--- config.mk ---
export PLATFORM = sky130hd
export DESIGN_NAME = g9_clk_ctrl
export DESIGN_NICKNAME = d
export VERILOG_FILES = /design/src/rtl/g9_pkg.sv /design/src/rtl/g9_edge_det.sv /design/src/rtl/g9_clk_ctrl.sv
export SDC_FILE = /design/constraint.sdc
export NUM_CORES = 1
export LEC_CHECK = 0
export CAP_MARGIN = 5
export CORE_MARGIN = 1
export CORE_UTILIZATION = 29
export CTS_BUF_LIST = sky130_fd_sc_hd__clkbuf_2 sky130_fd_sc_hd__clkbuf_4 sky130_fd_sc_hd__clkbuf_8
export CTS_CLUSTER_SIZE = 10
export DETAILED_ROUTE_END_ITERATION = 8
export PLACE_DENSITY = 0.55
export SYNTH_ARGS = -nofsm -noshare
export SYNTH_HDL_FRONTEND = slang
export SYNTH_SLANG_ARGS = --single-unit
--- constraint.sdc ---
create_clock -name clk -period 3.75 [get_ports clk]
set_clock_uncertainty 0.1 [all_clocks]
set_input_delay 0.375 -clock clk [delete_from_list [all_inputs] [get_ports clk]]
set_output_delay 0.375 -clock clk [all_outputs]
set_load 0.01 [all_outputs]
--- src/rtl/g9_pkg.sv ---
// Shared definitions for the G9Processor clock-enable and reset sequencer.
// Mode encodings, sequencer state codes and the phase-length sanitising rule.
package g9_pkg;

   localparam logic [1:0] MODE_HALT  = 2'b00;
   localparam logic [1:0] MODE_RUN   = 2'b01;
   localparam logic [1:0] MODE_STEP  = 2'b10;
   localparam logic [1:0] MODE_BURST = 2'b11;

   typedef logic [2:0] state_t;

   localparam state_t ST_RST_HOLD = 3'd0;
   localparam state_t ST_IDLE     = 3'd1;
   localparam state_t ST_HIGH     = 3'd2;
   localparam state_t ST_LOW      = 3'd3;
   localparam state_t ST_GAP      = 3'd4;

   // A programmed length of zero would stall a phase forever, so it means one.
   function automatic logic [31:0] at_least_one(input logic [31:0] value);
      return (value == 32'd0) ? 32'd1 : value;
   endfunction

endpackage

--- src/rtl/g9_edge_det.sv ---
// Registered rising-edge detector for an already-synchronised level input.
// The pulse appears one clk after the level is first sampled high.
module g9_edge_det (
   input  logic clk,
   input  logic rst,
   input  logic level,
   output logic rise
);

   logic level_q;

   always_ff @(posedge clk) begin
      if (rst) begin
         level_q <= 1'b0;
         rise    <= 1'b0;
      end else begin
         level_q <= level;
         rise    <= level & ~level_q;
      end
   end

endmodule

--- src/rtl/g9_clk_ctrl.sv ---
// Clock-enable and reset sequencer for G9Processor: programmable HIGH/LOW/GAP
// phases, run/halt/step/burst modes, stretched reset and a retired-cycle counter.
module g9_clk_ctrl
   import g9_pkg::*;
#(
   parameter int DIV_W    = 16,
   parameter int GRP_W    = 4,
   parameter int CNT_W    = 32,
   parameter int BURST_W  = 8,
   parameter int RST_HOLD = 4
) (
   input  logic               clk,
   input  logic               rst,
   input  logic [1:0]         mode,
   input  logic [DIV_W-1:0]   high_ticks,
   input  logic [DIV_W-1:0]   low_ticks,
   input  logic [DIV_W-1:0]   gap_ticks,
   input  logic [GRP_W-1:0]   cyc_per_gap,
   input  logic               step_req,
   input  logic [BURST_W-1:0] burst_len,
   output logic               cpu_clk,
   output logic               cpu_ce,
   output logic               cpu_rst,
   output logic               busy,
   output logic [CNT_W-1:0]   cycle_count
);

   localparam int HOLD_W = $clog2(RST_HOLD + 1);

   state_t             state, state_nx;
   logic [HOLD_W-1:0]  hold_cnt, hold_nx;
   logic [DIV_W-1:0]   phase_cnt, phase_nx;
   logic [GRP_W-1:0]   grp_cnt, grp_nx, grp_inc;
   logic [BURST_W-1:0] credit, credit_nx, credit_left;
   logic [CNT_W-1:0]   count_nx;
   logic               step_edge;
   logic               stepping;
   logic               decide;
   logic [DIV_W-1:0]   high_len, low_len;
   logic [GRP_W-1:0]   grp_len;

   g9_edge_det u_step_edge (
      .clk   (clk),
      .rst   (rst),
      .level (step_req),
      .rise  (step_edge)
   );

   assign high_len = DIV_W'(at_least_one(32'(high_ticks)));
   assign low_len  = DIV_W'(at_least_one(32'(low_ticks)));
   assign grp_len  = GRP_W'(at_least_one(32'(cyc_per_gap)));
   assign stepping = (mode == MODE_STEP) || (mode == MODE_BURST);
   assign grp_inc  = grp_cnt + GRP_W'(1);

   always_comb begin
      state_nx    = state;
      hold_nx     = hold_cnt;
      phase_nx    = phase_cnt;
      grp_nx      = grp_cnt;
      credit_nx   = credit;
      credit_left = credit;
      count_nx    = cycle_count;
      decide      = 1'b0;

      // Requests only grant credit when none is outstanding.
      if (step_edge && (credit == '0)) begin
         if (mode == MODE_STEP) begin
            credit_nx = BURST_W'(1);
         end else if (mode == MODE_BURST) begin
            credit_nx = burst_len;
         end
      end

      case (state)
         ST_RST_HOLD: begin
            if (hold_cnt <= HOLD_W'(1)) begin
               state_nx = ST_IDLE;
            end else begin
               hold_nx = hold_cnt - HOLD_W'(1);
            end
         end
         ST_IDLE: decide = 1'b1;
         ST_HIGH: begin
            if (phase_cnt == DIV_W'(1)) begin
               state_nx = ST_LOW;
               phase_nx = low_len;
            end else begin
               phase_nx = phase_cnt - DIV_W'(1);
            end
         end
         ST_LOW: begin
            if (phase_cnt == DIV_W'(1)) begin
               count_nx = cycle_count + CNT_W'(1);
               if (stepping && (credit != '0)) begin
                  credit_left = credit - BURST_W'(1);
                  credit_nx   = credit_left;
               end
               if (grp_inc >= grp_len) begin
                  grp_nx = '0;
                  if (gap_ticks != '0) begin
                     state_nx = ST_GAP;
                     phase_nx = gap_ticks;
                  end else begin
                     decide = 1'b1;
                  end
               end else begin
                  grp_nx = grp_inc;
                  decide = 1'b1;
               end
            end else begin
               phase_nx = phase_cnt - DIV_W'(1);
            end
         end
         ST_GAP: begin
            if (phase_cnt == DIV_W'(1)) begin
               decide = 1'b1;
            end else begin
               phase_nx = phase_cnt - DIV_W'(1);
            end
         end
         default: state_nx = ST_IDLE;
      endcase

      // Cycle-boundary decision; credit_left already reflects a final decrement.
      if (decide) begin
         if (mode == MODE_HALT) begin
            credit_nx = '0;
            state_nx  = ST_IDLE;
         end else if ((mode == MODE_RUN) || (credit_left != '0)) begin
            state_nx = ST_HIGH;
            phase_nx = high_len;
         end else begin
            state_nx = ST_IDLE;
         end
      end
   end

   always_ff @(posedge clk) begin
      if (rst) begin
         state       <= ST_RST_HOLD;
         hold_cnt    <= HOLD_W'(RST_HOLD);
         phase_cnt   <= '0;
         grp_cnt     <= '0;
         credit      <= '0;
         cycle_count <= '0;
         cpu_clk     <= 1'b0;
         cpu_ce      <= 1'b0;
         cpu_rst     <= 1'b1;
         busy        <= 1'b0;
      end else begin
         state       <= state_nx;
         hold_cnt    <= hold_nx;
         phase_cnt   <= phase_nx;
         grp_cnt     <= grp_nx;
         credit      <= credit_nx;
         cycle_count <= count_nx;
         cpu_clk     <= (state_nx == ST_HIGH);
         cpu_ce      <= (state_nx == ST_HIGH) && (state != ST_HIGH);
         cpu_rst     <= (state_nx == ST_RST_HOLD);
         busy        <= (state_nx == ST_HIGH) || (state_nx == ST_LOW) || (state_nx == ST_GAP);
      end
   end

endmodule
==> run_results.csv, run 1 <==
group,metric,value,unit
synthesis,syn_avg_cell_area,7.69,um2
power_and_ir_drop,ir_drop,0.275,mV
run_status,status,"completed",
clocking,insertion_delay,0.37,ns
placed_design,place_congestion,0.898,
layout,area_growth,31.8,%
clocking,cts-root-buf,"clkbuf_8",
global_routing,grt_overflow_total,0,
worst_setup_path,critical_path.endpoint_type,"register",
global_routing,antenna_found_initial,1,
power_and_ir_drop,p_leak,2.14,nW
detailed_routing,totalWireLength,15100,um
timing,slew_headroom,41.6,%
global_routing,grt_max_degree,45,
timing,setup_slack,0.437,ns
timing,final.setup.tns,0,ns
synthesis,yosysTopAreaCellShare,31.6,%
placed_design,placed_cell_area,5780,um2
synthesis,synth_fp_nets,670,
die,die_w,127,um
timing,fin_crit_sh,88.4,%
synthesis,yosysMostFrequentCell,"dfxtp_1",
die,die-area,16200,um2
worst_setup_path,r2r-start,"phase_cnt[0]$_SDFF_PP0_",
timing,report.final.slew_viol_count,0,
detailed_routing,wl_per_cell,16.7,um
power_and_ir_drop,clockPowerShare,23.5,%
worst_setup_path,path_cells,"ha_1 > or4b_4 > nor4_4 > buf_4 > nand4_1 > a221oi_2 > o311ai_1 > nand2_4 > buf_4 > mux2i_1",
timing,grt_setup_unrepaired,"no",
synthesis,syn_area,4570,um2
flow_run,cap_viol_max_count,0,
worst_setup_path,cp_num_buf_inv,2,
detailed_routing,drt_pass1_iterations,7,
worst_setup_path,crit_required,3.95,ns
worst_setup_path,critical-path-max-stage-delay,0.51,ns
worst_setup_path,crit_start,"phase_cnt[0]$_SDFF_PP0_",
worst_setup_path,start_kind,"register",
clocking,cts_resized,0,
clocking,cts_tree,"built",
synthesis,synth_common_cells,"72 x dfxtp_1, 62 x nor2_1, 58 x nand2_1",
worst_setup_path,critPathTopFamily,"simple AND/OR/NAND/NOR gates",
die,rows,45,
detailed_routing,vias,4865,
synthesis,synth.area.top_cells,"dfxtp_1 32%, nor2_1 5.1%, nand2_1 4.8%",
synthesis,yosysTopAreaCell,"dfxtp_1",
clocking,clk_path_buf_depth,2,
synthesis,synth-edff-count,0,
detailed_routing,postRouteAntennaNets,0,
synthesis,async_flop_share,0,%
die,dieHeight,127,um
placed_design,portBuffers,100,
synthesis,synth_warnings,0,
layout,drive_above_1_share,7.53,%
worst_setup_path,crit_slowest_cell,"or4b_4",
placed_design,dp_slack,0.327,ns
placed_design,placedCellCount,886,
timing,post-route-min-period,3.31,ns
power_and_ir_drop,netSwitchingPower,1.26,mW
timing,tightest_slew,0.876,ns
worst_hold_path,min_from,"u_step_edge.level_q$_SDFF_PP0_",
clocking,post_cts_buffers,0,
worst_setup_path,arrival,3.51,ns
clocking,cts_sinks,72,
clocking,numCtsBuffers,9,
worst_setup_path,path_class,"reg2reg",
synthesis,syn_inst,594,
detailed_routing,drc_errors,0,
worst_hold_path,worstHoldPathType,"reg2reg",
power_and_ir_drop,cellPowerDensity,511,nW/um2
synthesis,ys.flop_type,"dfxtp_1",
placed_design,dp_hpwl,11100,um
synthesis,synth_cell_type_count,63,
power_and_ir_drop,p_seq_share,33.2,%
power_and_ir_drop,switching_share,41.1,%
layout,post-route-cell-area,6020,um2
clocking,cts_hold_buffers,0,
clocking,clk_pin_slew,0.08,ns
timing,fmax,0.302,GHz
die,core_area,15300,um2
timing,finalSetupViolCount,0,
layout,nNetsFinal,762,
layout,fill_cells,1580,
global_routing,grt_util_all_layers,18.9,%
power_and_ir_drop,intPower,1.81,mW
power_and_ir_drop,combPwrFrac,43.2,%
synthesis,ys_ff_latch,72,
global_routing,grt_pass1_wl,24000,um
synthesis,seq_area_frac_synth,31.6,%
detailed_routing,routed_via_density,5.39,
die,io_pins,101,
clocking,ctsHtreeMaxLevel,3,
die,initial_core_util,29.9,%
timing,final-hold-violation-count,0,
global_routing,grt_pass1_vias,4741,
worst_setup_path,cpMostUsedCell,"buf_4",
worst_setup_path,crit_fanout,14,
layout,stdcell_count,903,
detailed_routing,drt-initial-drc-count,218,
==> state kept, by name (all words and copies together), names as in the netlist <==
name                 cells
cpu_clk                  1
hold_cnt                 3
busy                     1
cycle_count             32
u_step_edge.level_q      1
cpu_rst                  1
grp_cnt                  4
state                    3
u_step_edge.rise         1
phase_cnt               16
credit                   8
cpu_ce                   1
==> cell usage in the layout (no fill, tap or decap), drive strengths merged, types with 19 or more instances in the layout <==
master and instances:
xor2 20, clkdlybuf4s50 99, o21ai 42, a21oi 43
nand2 59, nor2 62, inv 19, nor4 19
dfxtp 72, nand3 20, nor3 19
==> metal layers <==
layer | vias to the layer above | GRT usage, % | share of wire [%]
li1 | 2384 | - | -
met2 | 146 | 31.0 | 47
met3 | 16 | 5.40 | 6.5
met4 | 0 | 6.23 | 1.6
met1 | 2319 | 23.9 | 45
met5 | - | 0 | 0
==> logic make-up (layout without fill, tap and decap cells) <==
family,Yosys count,after routing,synth area share [%]
AO/OA/AOI/OAI,163,163,22.9
XOR/XNOR,26,26,4.99
adder cells (fa/ha/maj),11,11,3.01
buffers and inverters,51,148,4.69
flip-flops,72,72,31.6
multiplexers,16,16,3.67
other,0,1,0
AND/OR/NAND/NOR,255,255,29.2
==> power by group through the flow <==
stage                     sequential, mW  combinational, mW  clock (mW)
after floorplan                    0.945               1.03           0
after global placement              1.03               1.29           0
after detailed placement            1.03               1.31           0
after CTS                           1.02               1.32       0.744
after global routing                1.04               1.49       0.779
final                               1.02               1.33       0.723
==> area by class of cell <==
class	count	area, um2	area share (%)
Sequential cell	72	1440	24.0
Tap cell	211	264	4.39
Multi-Input combinational cell	471	2910	48.4
Antenna cell	1	2.50	0.0416
Clock inverter	6	91.3	1.52
Timing Repair Buffer	114	1100	18.3
Inverter	18	67.6	1.12
Clock buffer	10	138	2.29
==> stage by stage <==
step / hold WS, ns / total power, mW / utilization [%]
5_1_grt: 0.299 / 3.31 / 39.4
3_3_place_gp: 0.277 / 2.32 / 37.9
2_1_floorplan: 0.267 / 1.98 / -
6_report: 0.285 / 3.08 / 39.4
3_5_place_dp: 0.278 / 2.34 / 37.9
4_1_cts: 0.291 / 3.08 / 39.4
==> final timing paths <==
kind,endpoint,slack (ns),cells after the start
worst max-delay path,phase_cnt[9]$_SDFF_PP0_,0.44,10
worst min-delay path,u_step_edge.rise$_SDFF_PP0_,0.29,1
worst max register to register,phase_cnt[9]$_SDFF_PP0_,0.44,10
worst min register to register,u_step_edge.rise$_SDFF_PP0_,0.29,1
Power figures use the tool's default switching activity.
==> run 2, diff against run 1 <==
--- a/config.mk
+++ b/config.mk
@@ -11,7 +11,7 @@
 export CTS_BUF_LIST = sky130_fd_sc_hd__clkbuf_2 sky130_fd_sc_hd__clkbuf_4 sky130_fd_sc_hd__clkbuf_8
 export CTS_CLUSTER_SIZE = 10
 export DETAILED_ROUTE_END_ITERATION = 8
-export PLACE_DENSITY = 0.55
+export SETUP_SLACK_MARGIN = 0.05
 export SYNTH_ARGS = -nofsm -noshare
 export SYNTH_HDL_FRONTEND = slang
 export SYNTH_SLANG_ARGS = --single-unit
==> constraint.sdc (replaced) <==
create_clock -name clk -period 3 [get_ports clk]
set_clock_uncertainty 0.1 [all_clocks]
set_input_delay 0.3 -clock clk [delete_from_list [all_inputs] [get_ports clk]]
set_output_delay 0.3 -clock clk [all_outputs]
set_load 0.01 [all_outputs]
==> run 2 against run 1 <==
  * Register-to-register slack got worse by 0.36 ns
  * Total power up 41%
  * Clock power rose by 37%
  * Global-route usage increased by 1.1 points
  * Design area grew 6.8%
==> run_results.csv, run 2 (synthesis gave the netlist of run 1 again) <==
group,metric,value,unit
worst_setup_path,cp_num_buf_inv,1,
worst_setup_path,path_class,"reg2reg",
layout,largest_reg_flops,32,
timing,fmax,0.342,GHz
layout,top_register,"cycle_count",
layout,fill_cells,1558,
worst_setup_path,start_kind,"register",
worst_setup_path,path_cells,"or4_4 > nor4_4 > buf_4 > nand4_1 > a221oi_2 > o311ai_2 > nand2_4 > mux2_2",
global_routing,grt_overflow_total,0,
global_routing,grt_util_all_layers,20.0,%
global_routing,antenna_found_initial,0,
placed_design,place_congestion,0.969,
die,rows,45,
timing,final.setup.tns,0,ns
clocking,cts_tree,"built",
power_and_ir_drop,intPower,2.59,mW
detailed_routing,drc_errors,0,
worst_setup_path,reg2reg_slack,0.08,ns
power_and_ir_drop,p_seq_share,28.8,%
timing,report.final.slew_viol_count,0,
worst_setup_path,critPathTopFamily,"simple AND/OR/NAND/NOR gates",
die,die-area,16200,um2
timing,post-route-min-period,2.92,ns
layout,nNetsFinal,800,
timing,slew_headroom,48.8,%
worst_setup_path,crit_fanout,8,
detailed_routing,postRouteAntennaNets,0,
layout,area_growth,40.7,%
global_routing,grt_max_degree,41,
timing,final-hold-violation-count,0,
worst_hold_path,worstHoldPathType,"reg2reg",
power_and_ir_drop,combPwrFrac,48.4,%
layout,antenna_cells,0,
placed_design,placed_cell_area,6040,um2
die,die_w,127,um
detailed_routing,totalWireLength,16100,um
layout,drive_above_1_share,14.7,%
timing,finalSetupViolCount,0,
die,core_area,15300,um2
flow_run,cap_viol_max_count,0,
detailed_routing,drt-initial-drc-count,323,
die,io_pins,101,
die,initial_core_util,29.9,%
worst_setup_path,critical_path.endpoint_type,"register",
worst_setup_path,arrival,3.09,ns
detailed_routing,drt_pass1_iterations,4,
timing,tightest_slew,0.768,ns
power_and_ir_drop,ir_drop,0.320,mV
detailed_routing,routed_via_density,5.40,
clocking,cts-root-buf,"clkbuf_8",
layout,post-route-cell-area,6420,um2
timing,fin_crit_sh,97.4,%
power_and_ir_drop,cellPowerDensity,674,nW/um2
clocking,ctsHtreeMaxLevel,3,
power_and_ir_drop,p_leak,2.36,nW
clocking,cts_sinks,72,
global_routing,grt_pass1_wl,25500,um
power_and_ir_drop,clockPowerShare,22.8,%
timing,whs,0.284,ns
layout,layout_commonest_cell,"clkdlybuf4s50_1",
placed_design,dp_hpwl,11900,um
worst_setup_path,crit_required,3.17,ns
power_and_ir_drop,netSwitchingPower,1.74,mW
layout,seq_area,1440,um2
detailed_routing,wl_per_cell,17.2,um
worst_setup_path,critical-path-max-stage-delay,0.59,ns
clocking,clk_pin_slew,0.09,ns
clocking,cts_hold_buffers,0,
clocking,clk_path_buf_depth,2,
power_and_ir_drop,switching_share,40.3,%
layout,reg_top3,"cycle_count: 32 flops, phase_cnt: 16 flops, credit: 8 flops",
placed_design,portBuffers,100,
layout,final_core_util,42.1,%
run_status,status,"completed",
clocking,insertion_delay,0.38,ns
worst_setup_path,crit_slowest_cell,"or4_4",
detailed_routing,vias,5078,
die,dieHeight,127,um
global_routing,grt_pass1_vias,4851,
layout,final_cell_mix,"99 x clkdlybuf4s50_1, 71 x dfxtp_1, 62 x nor2_1, 58 x nand2_1, 50 x buf_4",
layout,multi_input_area,3000,um2
clocking,numCtsBuffers,9,
[run 2: cell types whose count changed in the layout (fill, tap and decap cells not counted), sizes merged]
cell / delta
buf: +38
bufinv: +1
clkinv: -1
diode: -1
[run 2: power groups by stage]
stage | registers, mW | logic, mW | clock network, mW
floorplan | 1.18 | 1.29 | 0
global placement | 1.25 | 1.88 | 0
detailed placement | 1.25 | 1.91 | 0
CTS | 1.23 | 1.95 | 1.01
global route | 1.26 | 2.29 | 1.05
finish | 1.25 | 2.09 | 0.987
[run 2: layout make-up]
type / count / area share (%)
multi-input cells: 471 / 46.7
flip-flops and latches: 72 / 22.5
repair buffers: 152 / 21.8
well taps: 211 / 4.11
clock buffers: 10 / 2.05
clock inverters: 6 / 1.81
inverters: 18 / 1.05
[run 2: final timing paths]
check / startpoint / end / cells past startpoint
setup reg to reg: phase_cnt[10]$_SDFF_PP0_ / phase_cnt[15]$_SDFF_PP0_ / 8
hold reg to reg: u_step_edge.level_q$_SDFF_PP0_ / u_step_edge.rise$_SDFF_PP0_ / 1
setup / recovery: phase_cnt[10]$_SDFF_PP0_ / phase_cnt[15]$_SDFF_PP0_ / 8
hold / removal: u_step_edge.level_q$_SDFF_PP0_ / u_step_edge.rise$_SDFF_PP0_ / 1
[run 2: routing by layer]
metal | wire, um | GRT usage (%)
met1 | 7300 | 26.3
met2 | 7050 | 30.7
met3 | 1420 | 6.66
met4 | 350 | 6.65
met5 | 0 | 0
[run 2: metrics by stage]
step                setup slack, ns  std cells  power [mW]
finish                       0.0778        940        4.33
global route                -0.0367        940        4.60
CTS                          0.0568        938        4.19
detailed placement           -0.152        920        3.16
global placement             -0.107        920        3.13
floorplan                     0.100        594        2.47
[run 2: what timing repair did]
action / in CTS / in global routing
setup buffers: 2 / 2
endpoints found under the setup margin: 17 / 37
gates resized for setup: 5 / 18
pin swaps: 3 / 8
[run 2: worst reg2reg max path: stages, from the launching register on]
cell	delay, ns
dfxtp_1	0.37
or4_4	0.59
nor4_4	0.32
buf_4	0.19
nand4_1	0.11
a221oi_2	0.33
o311ai_2	0.22
nand2_4	0.23
mux2_2	0.35
